File: src/rtl/weighted_rr_arbiter_pkg.sv
// Shared types and index helpers for the NoC weighted round-robin arbiter.
// Combinational helpers only; no state, no backpressure.
package noc_arb_pkg;

  typedef enum logic [1:0] {
    IDLE   = 2'd0,
    PACKET = 2'd1,
    TURN   = 2'd2
  } arb_state_t;

  localparam int AGENTS_NUM_DFLT = 4;
  localparam int PTR_W           = $clog2(AGENTS_NUM_DFLT);

  function automatic int ptr_width(input int n);
    return (n < 2) ? 1 : $clog2(n);
  endfunction

  // Increment modulo n without a divider; idx is always < n.
  function automatic int wrap_inc(input int idx, input int n);
    return (idx + 1 >= n) ? 0 : idx + 1;
  endfunction

endpackage

File: src/rtl/weighted_rr_arbiter_if.sv
// Request/grant bundle between requesters (master) and the arbiter (slave).
// Wires only; grants are combinational from the arbiter side.
interface weighted_rr_arbiter_if #(
  parameter int AGENTS_NUM = 4,
  parameter int WEIGHT_W   = 4
);
  import noc_arb_pkg::*;

  localparam int IDX_W = ptr_width(AGENTS_NUM);

  logic [AGENTS_NUM-1:0]          requests_i;
  logic                           tail_i;
  logic [AGENTS_NUM*WEIGHT_W-1:0] weights_i;
  logic [AGENTS_NUM-1:0]          grants_o;
  logic [IDX_W-1:0]               owner_o;
  logic                           locked_o;
  logic                           starve_o;

  modport master (
    output requests_i, tail_i, weights_i,
    input  grants_o, owner_o, locked_o, starve_o
  );

  modport slave (
    input  requests_i, tail_i, weights_i,
    output grants_o, owner_o, locked_o, starve_o
  );

endinterface

File: src/rtl/weighted_rr_arbiter_picker.sv
// First-set search over req & ~excl starting at start, wrapping mod AGENTS_NUM.
// Purely combinational, zero latency; no backpressure.
module rr_priority_picker
  import noc_arb_pkg::*;
#(
  parameter int AGENTS_NUM = 4
) (
  input  logic [AGENTS_NUM-1:0]                 req,
  input  logic [ptr_width(AGENTS_NUM)-1:0]      start,
  input  logic [AGENTS_NUM-1:0]                 excl,
  output logic [AGENTS_NUM-1:0]                 onehot,
  output logic [ptr_width(AGENTS_NUM)-1:0]      idx,
  output logic                                  vld
);

  localparam int IDX_W = ptr_width(AGENTS_NUM);

  logic [IDX_W-1:0] k;

  always_comb begin
    onehot = '0;
    idx    = '0;
    vld    = 1'b0;
    k      = '0;
    for (int i = 0; i < AGENTS_NUM; i++) begin
      // Modulo keeps non-power-of-2 agent counts inside the valid range.
      k = IDX_W'((int'(start) + i) % AGENTS_NUM);
      if (!vld && req[k] && !excl[k]) begin
        vld       = 1'b1;
        onehot[k] = 1'b1;
        idx       = k;
      end
    end
  end

endmodule

File: src/rtl/weighted_rr_arbiter.sv
// Packet-atomic weighted round-robin arbiter; grants are zero-latency from state + requests.
// Owner holds the grant per packet, up to w_eff packets per turn; optional WRR_STARVE_EN idle-owner release.
module weighted_rr_arbiter
  import noc_arb_pkg::*;
#(
  parameter int AGENTS_NUM    = 4,
  parameter int WEIGHT_W      = 4,
  parameter int STARVE_CYCLES = 16
) (
  input  logic                  clk,
  input  logic                  rst,
  weighted_rr_arbiter_if.slave  bus
);

  localparam int IDX_W = ptr_width(AGENTS_NUM);

  arb_state_t          state, nxt_state;
  logic [IDX_W-1:0]    ptr, nxt_ptr;
  logic [IDX_W-1:0]    owner, nxt_owner;
  logic [WEIGHT_W-1:0] cnt, nxt_cnt;

  logic [AGENTS_NUM-1:0] grants;
  logic [AGENTS_NUM-1:0] owner_oh;
  logic                  owner_req;
  logic                  starve_pulse;

  logic [WEIGHT_W-1:0] w_eff [AGENTS_NUM];

  logic [IDX_W-1:0]      pick_start;
  logic [AGENTS_NUM-1:0] pick_excl;
  logic [AGENTS_NUM-1:0] pick_oh;
  logic [IDX_W-1:0]      pick_idx;
  logic                  pick_vld;

  logic                take;
  logic [IDX_W-1:0]    take_idx;
  logic [WEIGHT_W-1:0] take_cnt;
  logic [WEIGHT_W-1:0] cnt_left;
  logic [IDX_W-1:0]    owner_inc;
  logic [IDX_W-1:0]    take_inc;

  // A zero weight still grants one packet per turn.
  always_comb begin
    for (int a = 0; a < AGENTS_NUM; a++) begin
      w_eff[a] = (bus.weights_i[a*WEIGHT_W +: WEIGHT_W] == '0)
               ? WEIGHT_W'(1) : bus.weights_i[a*WEIGHT_W +: WEIGHT_W];
    end
  end

  assign owner_oh  = AGENTS_NUM'(1) << owner;
  assign owner_req = bus.requests_i[owner];
  assign owner_inc = IDX_W'(wrap_inc(int'(owner), AGENTS_NUM));

  // One picker serves both searches: from ptr in IDLE, from owner+1 (owner excluded) on TURN release.
  assign pick_start = (state == TURN) ? owner_inc : ptr;
  assign pick_excl  = (state == TURN) ? owner_oh  : '0;

  rr_priority_picker #(
    .AGENTS_NUM (AGENTS_NUM)
  ) u_picker (
    .req    (bus.requests_i),
    .start  (pick_start),
    .excl   (pick_excl),
    .onehot (pick_oh),
    .idx    (pick_idx),
    .vld    (pick_vld)
  );

`ifdef WRR_STARVE_EN
  localparam int STARVE_W = $clog2(STARVE_CYCLES + 1);
  logic [STARVE_W-1:0] starve_cnt;
  logic                starve_hit;

  assign starve_hit = (state == PACKET) && !owner_req
                   && (starve_cnt == STARVE_W'(STARVE_CYCLES - 1));

  always_ff @(posedge clk or posedge rst) begin
    if (rst) begin
      starve_cnt <= '0;
    end else if (state == PACKET && !owner_req && !starve_hit) begin
      starve_cnt <= starve_cnt + STARVE_W'(1);
    end else begin
      starve_cnt <= '0;
    end
  end
`else
  logic starve_hit;
  assign starve_hit = 1'b0;
`endif

  always_comb begin
    nxt_state    = state;
    nxt_ptr      = ptr;
    nxt_owner    = owner;
    nxt_cnt      = cnt;
    grants       = '0;
    starve_pulse = 1'b0;
    take         = 1'b0;
    take_idx     = owner;
    take_cnt     = cnt;
    cnt_left     = '0;
    take_inc     = '0;

    unique case (state)
      IDLE: begin
        if (pick_vld) begin
          take     = 1'b1;
          take_idx = pick_idx;
          take_cnt = w_eff[pick_idx];
        end
      end
      PACKET: begin
        if (owner_req) begin
          take = 1'b1;
        end else if (starve_hit) begin
          starve_pulse = 1'b1;
          nxt_ptr      = owner_inc;
          nxt_cnt      = '0;
          nxt_state    = IDLE;
        end
      end
      TURN: begin
        if (owner_req) begin
          take = 1'b1;
        end else if (pick_vld) begin
          take     = 1'b1;
          take_idx = pick_idx;
          take_cnt = w_eff[pick_idx];
        end else begin
          nxt_ptr   = owner_inc;
          nxt_state = IDLE;
        end
      end
      default: nxt_state = IDLE;
    endcase

    // Shared grant path: start or continue a turn with take_cnt packets left.
    if (take) begin
      grants    = AGENTS_NUM'(1) << take_idx;
      nxt_owner = take_idx;
      cnt_left  = take_cnt - WEIGHT_W'(1);
      take_inc  = IDX_W'(wrap_inc(int'(take_idx), AGENTS_NUM));
      if (!bus.tail_i) begin
        nxt_cnt   = take_cnt;
        nxt_state = PACKET;
      end else if (cnt_left == '0) begin
        nxt_cnt   = '0;
        nxt_ptr   = take_inc;
        nxt_state = IDLE;
      end else begin
        nxt_cnt   = cnt_left;
        nxt_state = TURN;
      end
    end
  end

  always_ff @(posedge clk or posedge rst) begin
    if (rst) begin
      state <= IDLE;
      ptr   <= '0;
      owner <= '0;
      cnt   <= '0;
    end else begin
      state <= nxt_state;
      ptr   <= nxt_ptr;
      owner <= nxt_owner;
      cnt   <= nxt_cnt;
    end
  end

  assign bus.grants_o = grants;
  assign bus.owner_o  = owner;
  assign bus.locked_o = (state != IDLE);
  assign bus.starve_o = starve_pulse;

endmodule
File: src/flat_wrapper.sv
// flat-port wrapper written by rule: the top's interface ports become plain ports
module weighted_rr_arbiter_flat import noc_arb_pkg::*;
#(
  parameter int AGENTS_NUM    = 4,
  parameter int WEIGHT_W      = 4,
  parameter int STARVE_CYCLES = 16
)
  (clk, rst, bus_requests_i, bus_tail_i, bus_weights_i, bus_grants_o, bus_owner_o, bus_locked_o, bus_starve_o);
  weighted_rr_arbiter_if #(.AGENTS_NUM(AGENTS_NUM), .WEIGHT_W(WEIGHT_W)) bus_i ();
  input  logic clk;
  input  logic rst;
  input wire logic [$bits(bus_i.requests_i)-1:0] bus_requests_i;
  input wire logic [$bits(bus_i.tail_i)-1:0] bus_tail_i;
  input wire logic [$bits(bus_i.weights_i)-1:0] bus_weights_i;
  output wire logic [$bits(bus_i.grants_o)-1:0] bus_grants_o;
  output wire logic [$bits(bus_i.owner_o)-1:0] bus_owner_o;
  output wire logic [$bits(bus_i.locked_o)-1:0] bus_locked_o;
  output wire logic [$bits(bus_i.starve_o)-1:0] bus_starve_o;
  assign bus_i.requests_i = bus_requests_i;
  assign bus_i.tail_i = bus_tail_i;
  assign bus_i.weights_i = bus_weights_i;
  assign bus_grants_o = bus_i.grants_o;
  assign bus_owner_o = bus_i.owner_o;
  assign bus_locked_o = bus_i.locked_o;
  assign bus_starve_o = bus_i.starve_o;
  weighted_rr_arbiter #(.AGENTS_NUM(AGENTS_NUM), .WEIGHT_W(WEIGHT_W), .STARVE_CYCLES(STARVE_CYCLES)) u_core (.clk(clk), .rst(rst), .bus(bus_i));
endmodule
File: config.mk
export PLATFORM = sky130hd
export DESIGN_NAME = weighted_rr_arbiter_flat
export DESIGN_NICKNAME = d
export VERILOG_FILES = /design/src/rtl/weighted_rr_arbiter_pkg.sv /design/src/rtl/weighted_rr_arbiter_if.sv /design/src/rtl/weighted_rr_arbiter_picker.sv /design/src/rtl/weighted_rr_arbiter.sv /design/src/flat_wrapper.sv
export SDC_FILE = /design/constraint.sdc
export NUM_CORES = 1
export LEC_CHECK = 0
export CORE_ASPECT_RATIO = 1.75
export CORE_MARGIN = 5
export CORE_UTILIZATION = 54
export CTS_BUF_LIST = sky130_fd_sc_hd__clkbuf_2
export DETAILED_ROUTE_END_ITERATION = 6
export MAX_ROUTING_LAYER = met4
export PLACE_DENSITY = 0.82
export SYNTH_ARGS = -nofsm -noshare
export SYNTH_HDL_FRONTEND = slang
export SYNTH_HIERARCHICAL = 1
export SYNTH_SLANG_ARGS = --single-unit
export TNS_END_PERCENT = 1
File: constraint.sdc
create_clock -name clk -period 11.9 [get_ports clk]
set_clock_uncertainty 0.15 [all_clocks]
set_input_delay 2.38 -clock clk [delete_from_list [all_inputs] [get_ports clk]]
set_output_delay 2.38 -clock clk [all_outputs]
set_load 0.01 [all_outputs]
Yosys cells after proc, flatten, opt, wreduce, memory -nomap -nowiden

Cells that the tools add are included.

Logic and storage cells: 111
Bits of input ports: 23
Register bits after elaboration: 10
Output and inout port bits: 8

Muxes and demuxes: 62
Bitwise gates (word level): 1
Reduce and logical (&&, ||, !) cells: 23
Shift operators: 2
Magnitude comparators: 8
$add $sub $neg: 6
Equality and inequality tests: 5

Operators with widths:

| cell                                                       | count |
|---|---|
| 2-to-1 mux 4 bit                                           | 12 |
| 2-to-1 mux 2 bit                                           | 20 |
| zero test 4 bit                                            | 5 |
| binary-select mux 1 bit (select 2 bit)                     | 9 |
| 2-to-1 mux 1 bit                                           | 16 |
| less-than comparator 2 x 3 -> 1 bit, second input constant | 5 |
| greater-or-equal comparator 3 bit, second input constant   | 3 |
| binary-select mux 4 bit (select 2 bit)                     | 1 |
| one-hot mux 2 bit (2 select lines)                         | 2 |
| one-hot mux 4 bit (2 select lines)                         | 1 |
| left shift 1 x 2 -> 4 bit, first input constant            | 2 |
| logical AND 1 bit                                          | 7 |
| zero test 1 bit                                            | 7 |
| adder 2 x 1 -> 3 bit, second input constant                | 2 |
| != test 3 bit, second input constant                       | 2 |
| adder 2 bit, second input constant                         | 2 |
| subtractor 4 x 1 -> 4 bit, second input constant           | 1 |
| NOT 2 -> 3 bit                                             | 1 |
| one-hot mux 1 bit (3 select lines)                         | 1 |
| AND reduction 3 bit                                        | 1 |
| adder 2 x 1 -> 2 bit, second input constant                | 1 |
| equality test 2 x 1 -> 1 bit, second input constant        | 1 |
| equality test 2 bit, second input constant                 | 1 |
| zero test 2 bit                                            | 1 |
| other kinds (3)                                            | 3 |

Depth between registers and ports, before layout

Depth in word-level cells: 33
Gate-level depth with buffers: 19
Gate-level depth less buffers: 17

Modules after synthesis

Netlist, hierarchy kept.

Modules (own cells, without submodules):

| module              | seq. area each (µm²) | cells an instance | instances | area each (µm²) |
|---|---|---|---|---|
| weighted_rr_arbiter | 250.2                | 113               | 1         | 1097.3 |
| rr_priority_picker  | 0.0                  | 63                | 1         | 535.5 |

Worst setup path after synthesis

Ideal clock, no wire load.

Path type: input-to-output
From: input port bus_requests_i[2]
To: output port bus_grants_o[2]
Arrival time: 4611 ps
Slack: 4759 ps
Path buffers: 1
Required time: 9370 ps
Cell stages on the path: 11
Path through: nor2b_1 mux4_2 nor3_1 nand2b_1 nand2b_1 a221o_1 buf_6 mux2_2 inv_1 ha_1 nor2b_1

Longest elaborated chain between the ends: 21
Elaborated cells between the ends (all ways): 37
Those cells by class: 1 x shift; 26 x mux; 10 x reduce/logical

Ends and longest elaborated chain:

| element                                | RTL line                                               | source |
|---|---|---|
| start: declaration                     | flat_wrapper.sv:12                                     | `input wire logic [$bits(bus_i.requests_i)-1:0] bus_requests_i;` |
| binary-select mux 1 bit (select 2 bit) | weighted_rr_arbiter_picker.sv:28                       | `if (!vld && req[k] && !excl[k]) begin` |
| 2-to-1 mux 1 bit (implied by the code) | weighted_rr_arbiter_picker.sv:28                       |  |
| logical AND 1 bit                      | weighted_rr_arbiter_picker.sv:28                       |  |
| 2-to-1 mux 1 bit                       | weighted_rr_arbiter_picker.sv:28                       |  |
| zero test 1 bit                        | weighted_rr_arbiter_picker.sv:28                       |  |
| logical AND 1 bit (2 in a row)         | weighted_rr_arbiter_picker.sv:28                       |  |
| 2-to-1 mux 1 bit                       | weighted_rr_arbiter_picker.sv:28                       |  |
| zero test 1 bit                        | weighted_rr_arbiter_picker.sv:28                       |  |
| (+6 left out)                          | --                                                     |  |
| 2-to-1 mux 1 bit *                     | weighted_rr_arbiter_picker.sv:28                       |  |
| net u_core.pick_vld                    | weighted_rr_arbiter.sv:33                              | `logic pick_vld;` |
| 2-to-1 mux 2 bit *                     | weighted_rr_arbiter.sv:106, weighted_rr_arbiter.sv:125 |  |
| 2-to-1 mux 2 bit                       | weighted_rr_arbiter.sv:123                             | `if (owner_req) begin` |
| one-hot mux 2 bit (2 select lines) *   | weighted_rr_arbiter.sv:104                             | `unique case (state)` |
| net u_core.take_idx[0]                 | weighted_rr_arbiter.sv:36                              | `logic [IDX_W-1:0] take_idx;` |
| left shift 1 x 2 -> 4 bit *            | weighted_rr_arbiter.sv:139                             | `grants = AGENTS_NUM'(1) << take_idx;` |
| 2-to-1 mux 4 bit *                     | weighted_rr_arbiter.sv:138                             | `if (take) begin` |
| end: declaration                       | flat_wrapper.sv:15                                     | `output wire logic [$bits(bus_i.grants_o)-1:0] bus_grants_o;` |

The timed path passes the listed nets; every way through them passes the cells marked *. The select of a mux whose other input is x is not followed.

Worst setup path in the final report

Same ends and word-level chain as after synthesis.

==> run summary <==
Measured along the y axis, the die boundary spans 77.9 um. The run gives 0 as the number of antenna violations at the first check in global routing. The run gives 3 as the number of buffers added by the clock tree synthesis step.

The tools report the launch point of the critical path as bus_requests_i[2]. The relative area change from synthesis to final layout works out to 20.1%. Setup repair after global routing left no endpoint under its margin. For the cell internal power dissipation, the log shows 0.000304 W. The run gives 1,230 as the via count of the first global-routing pass.

The worst setup path is launched from a primary input. Cell type of the slowest stage on the worst timing path: sky130_fd_sc_hd__clkdlybuf4s50_1. At the end of the flow the core is filled with cells to 67.7%. The floorplan has 24 rows. Per report_power, the clock group accounts for 3.0% of the total. Final number of hold-violating endpoints: 0. Dividing the final minimum period by the clock period gives 70.9%. The logs give 23.2% for the headroom to the max-slew limit and 248 uV for the maximum vdd drop. The total wire length after detailed routing is 3430 um, and the clock transition at the registers of the reported paths is 0.10 ns. The worst min-delay path class was reg2reg. For this run the aggregate overflow at the end of global routing stands at 0.

The post-CTS resize count was 0. Once the floorplan was initialized, standard cells occupied 56.3% of the core. The tool flagged a number of max-cap violations equal to 0. Count of final setup violators: 0.

The final routed wire length divided by cell count is 17.2 um. Detailed placement finished with a half-perimeter wire length of 2830 um. The top-level port count was 31; the total power after layout was 0.000586 W. On the worst path, the slowest cell contributes a delay of 0.56 ns. Clock latency on the worst-skew pair, taken at its later pin, is 0.24 ns.

The worst hold path begins at u_core/cnt[0]$_DFFE_PP0P_. The number of levels in the clock H-tree is 1. The critical path goes through clkdlybuf4s50_1 -> nor2b_1 -> mux4_2 -> nor3_1 -> nand2b_1 -> nand2b_1 -> a221o_1 -> mux2_2 -> inv_1 -> ha_1 -> nor2b_1 -> clkdlybuf4s50_1. The data arrival at the endpoint of the critical path is 5.90 ns, and the total of buffers placed on input and output ports is 29. In this run, the number of DRC markers left after iteration 0 of detailed routing was 23. STA classifies the critical path endpoint as an output pin. The congestion estimate from routability-driven global placement came to 0.842.

CTS saw 10 sinks. Final hold analysis gives a worst-case slack of 0.354 ns. The run gives 0.000282 W as the total net switching power.

The run gives 182 as the net count after synthesis. For the post-CTS setup buffer count, the log shows 0. The worst register-to-register path begins at u_core/bus.owner_o[0]$_DFFE_PP0P_. Counting along the longest clock path gives a buffer depth of 2. In the final timing run, aggregate negative setup slack is 0 ns. The first global-routing pass estimated 5600 um of wire.

The repair_antennas step left the layout with diodes totalling 0. Averaged over all synthesized cells, the footprint is 9.60 um2. The via count normalized by instance count was 6.17; the total core area was 0.00252 mm2.

Of the cells placed in the final design, the portion with a size suffix greater than 1 is 13.9%. For the pin with the worst max-slew slack, the measured transition is 1.14 ns. At the end of the flow, the number of nets in the layout was 209.

CTS root buffer: sky130_fd_sc_hd__clkbuf_2. The flow ran to the end, and the final reports show no timing, DRC or antenna violations. The first detailed-routing pass ran for 4 iterations. In this run, flip-flops and latches consume 13.4% of the power. The max-slew violation count is 0. The data required time of the worst path was 9.37 ns; the area enclosed by the die boundary was 0.00380 mm2.

Across all layers, the routed design uses 1,228 vias. The critical path is of the in2out type. The maximum number of pins on one net before global-route repair is 12. TritonCTS built the clock tree.

The run gives 83.6% as the portion of total power attributed to combinational logic. The post-synthesis cell area came out at 0.00142 mm2. For this design the ratio of total power to cell area is 344 mW/mm2. The total routing resource utilization after global routing is 18.4%. After detailed routing, the number of remaining DRC violations is 0. Summed over all cells, the static leakage comes to 0.718 nW.

Yosys printed 6 warnings. For the number of nets with antenna violations after routing, the log shows 0. The run gives 148 as the number of instances in the synthesized netlist. The run gives 0.119 GHz as the highest clock frequency the design can meet. For this design, the CTS-stage hold fixing added 0 buffers. In this run switching power makes up 48.2% of total power. The critical-path maximum fanout works out to 8. The width of the chip is 48.8 um. After layout, the minimum clock period comes to 8.43 ns.
==> sequential cells by signal (all words and copies together) (netlist names) <==
name                count
u_core/cnt              4
u_core/bus.owner_o      2
u_core/ptr              2
u_core/state            2
==> stage by stage <==
stage | cell area [um2] | std cells | worst slack (ns)
floorplan | 1420 | 148 | 4.82
global placement | 1690 | 196 | 3.62
detailed placement | 1690 | 196 | 3.48
CTS | 1710 | 199 | 3.47
global route | 1710 | 199 | 3.24
finish | 1710 | 199 | 3.47
==> cell usage in the layout (no fill, tap or decap), types with 2 or more instances in the layout <==
cell type,count
sky130_fd_sc_hd__clkdlybuf4s50_1,29
sky130_fd_sc_hd__nand2_1,11
sky130_fd_sc_hd__ha_1,11
sky130_fd_sc_hd__nor2b_1,10
sky130_fd_sc_hd__dfrtp_1,10
sky130_fd_sc_hd__nor3_1,9
sky130_fd_sc_hd__a21oi_1,8
sky130_fd_sc_hd__nand2b_1,7
sky130_fd_sc_hd__inv_1,7
sky130_fd_sc_hd__mux4_2,7
sky130_fd_sc_hd__mux2i_1,6
sky130_fd_sc_hd__o21ai_0,6
sky130_fd_sc_hd__mux2_2,6
sky130_fd_sc_hd__nor2_1,4
sky130_fd_sc_hd__and2_1,4
sky130_fd_sc_hd__clkbuf_2,3
sky130_fd_sc_hd__mux2_4,3
sky130_fd_sc_hd__o22a_1,3
sky130_fd_sc_hd__mux4_1,3
sky130_fd_sc_hd__xor2_1,2
sky130_fd_sc_hd__o32ai_1,2
sky130_fd_sc_hd__nor3b_1,2
sky130_fd_sc_hd__a31oi_1,2
==> final timing paths <==
check                                              endpoint  slack (ns)  cells past startpoint
worst max-delay path                        bus_grants_o[2]        3.47                     12
worst min-delay path              u_core/cnt[0]$_DFFE_PP0P_        0.35                      2
worst max register to register      u_core/ptr[1]$_DFF_PP0_        6.66                     15
worst min register to register    u_core/cnt[0]$_DFFE_PP0P_        0.35                      2
max in group asynchronous       u_core/state[1]$_DFFE_PP0P_        9.05                      2
min in group asynchronous         u_core/cnt[1]$_DFFE_PP0P_        2.26                      2
==> worst max-delay path, delay by kind of cell <==
family | cells | cell delay [ns]
AO/OA/AOI/OAI | 1 | 0.40
multiplexers | 2 | 0.95
AND/OR/NAND/NOR | 5 | 0.94
adder cells (fa/ha/maj) | 1 | 0.15
buffers and inverters | 3 | 1.10
==> area by class of cell <==
class | count | area, um2
timing repair buffer | 29 | 290
sequential | 10 | 250
tap | 26 | 32.5
multi-input combinational | 123 | 1080
clock buffer | 3 | 15.0
fill | 218 | 816
inverter | 8 | 35.0
==> routing by layer <==
metal,global-route usage (%),up-vias,routed length [um]
li1,-,594,-
met1,18.4,602,1300
met2,36.4,30,2050
met3,0.575,2,65
met4,6.47,0,20
met5,-,-,0
==> power groups by stage <==
| stage | Sequential [W] | Clock (W) | Combinational (W) |
|---|---|---|---|
| after CTS | 0.0000781 | 0.0000193 | 0.000493 |
| after detailed placement | 0.0000789 | 0 | 0.000489 |
| after global routing | 0.0000809 | 0.0000202 | 0.000545 |
| after global placement | 0.0000772 | 0 | 0.000474 |
| after floorplan | 0.0000710 | 0 | 0.000390 |
| final | 0.0000785 | 0.0000178 | 0.000490 |
(Power assumes the default switching activity.)
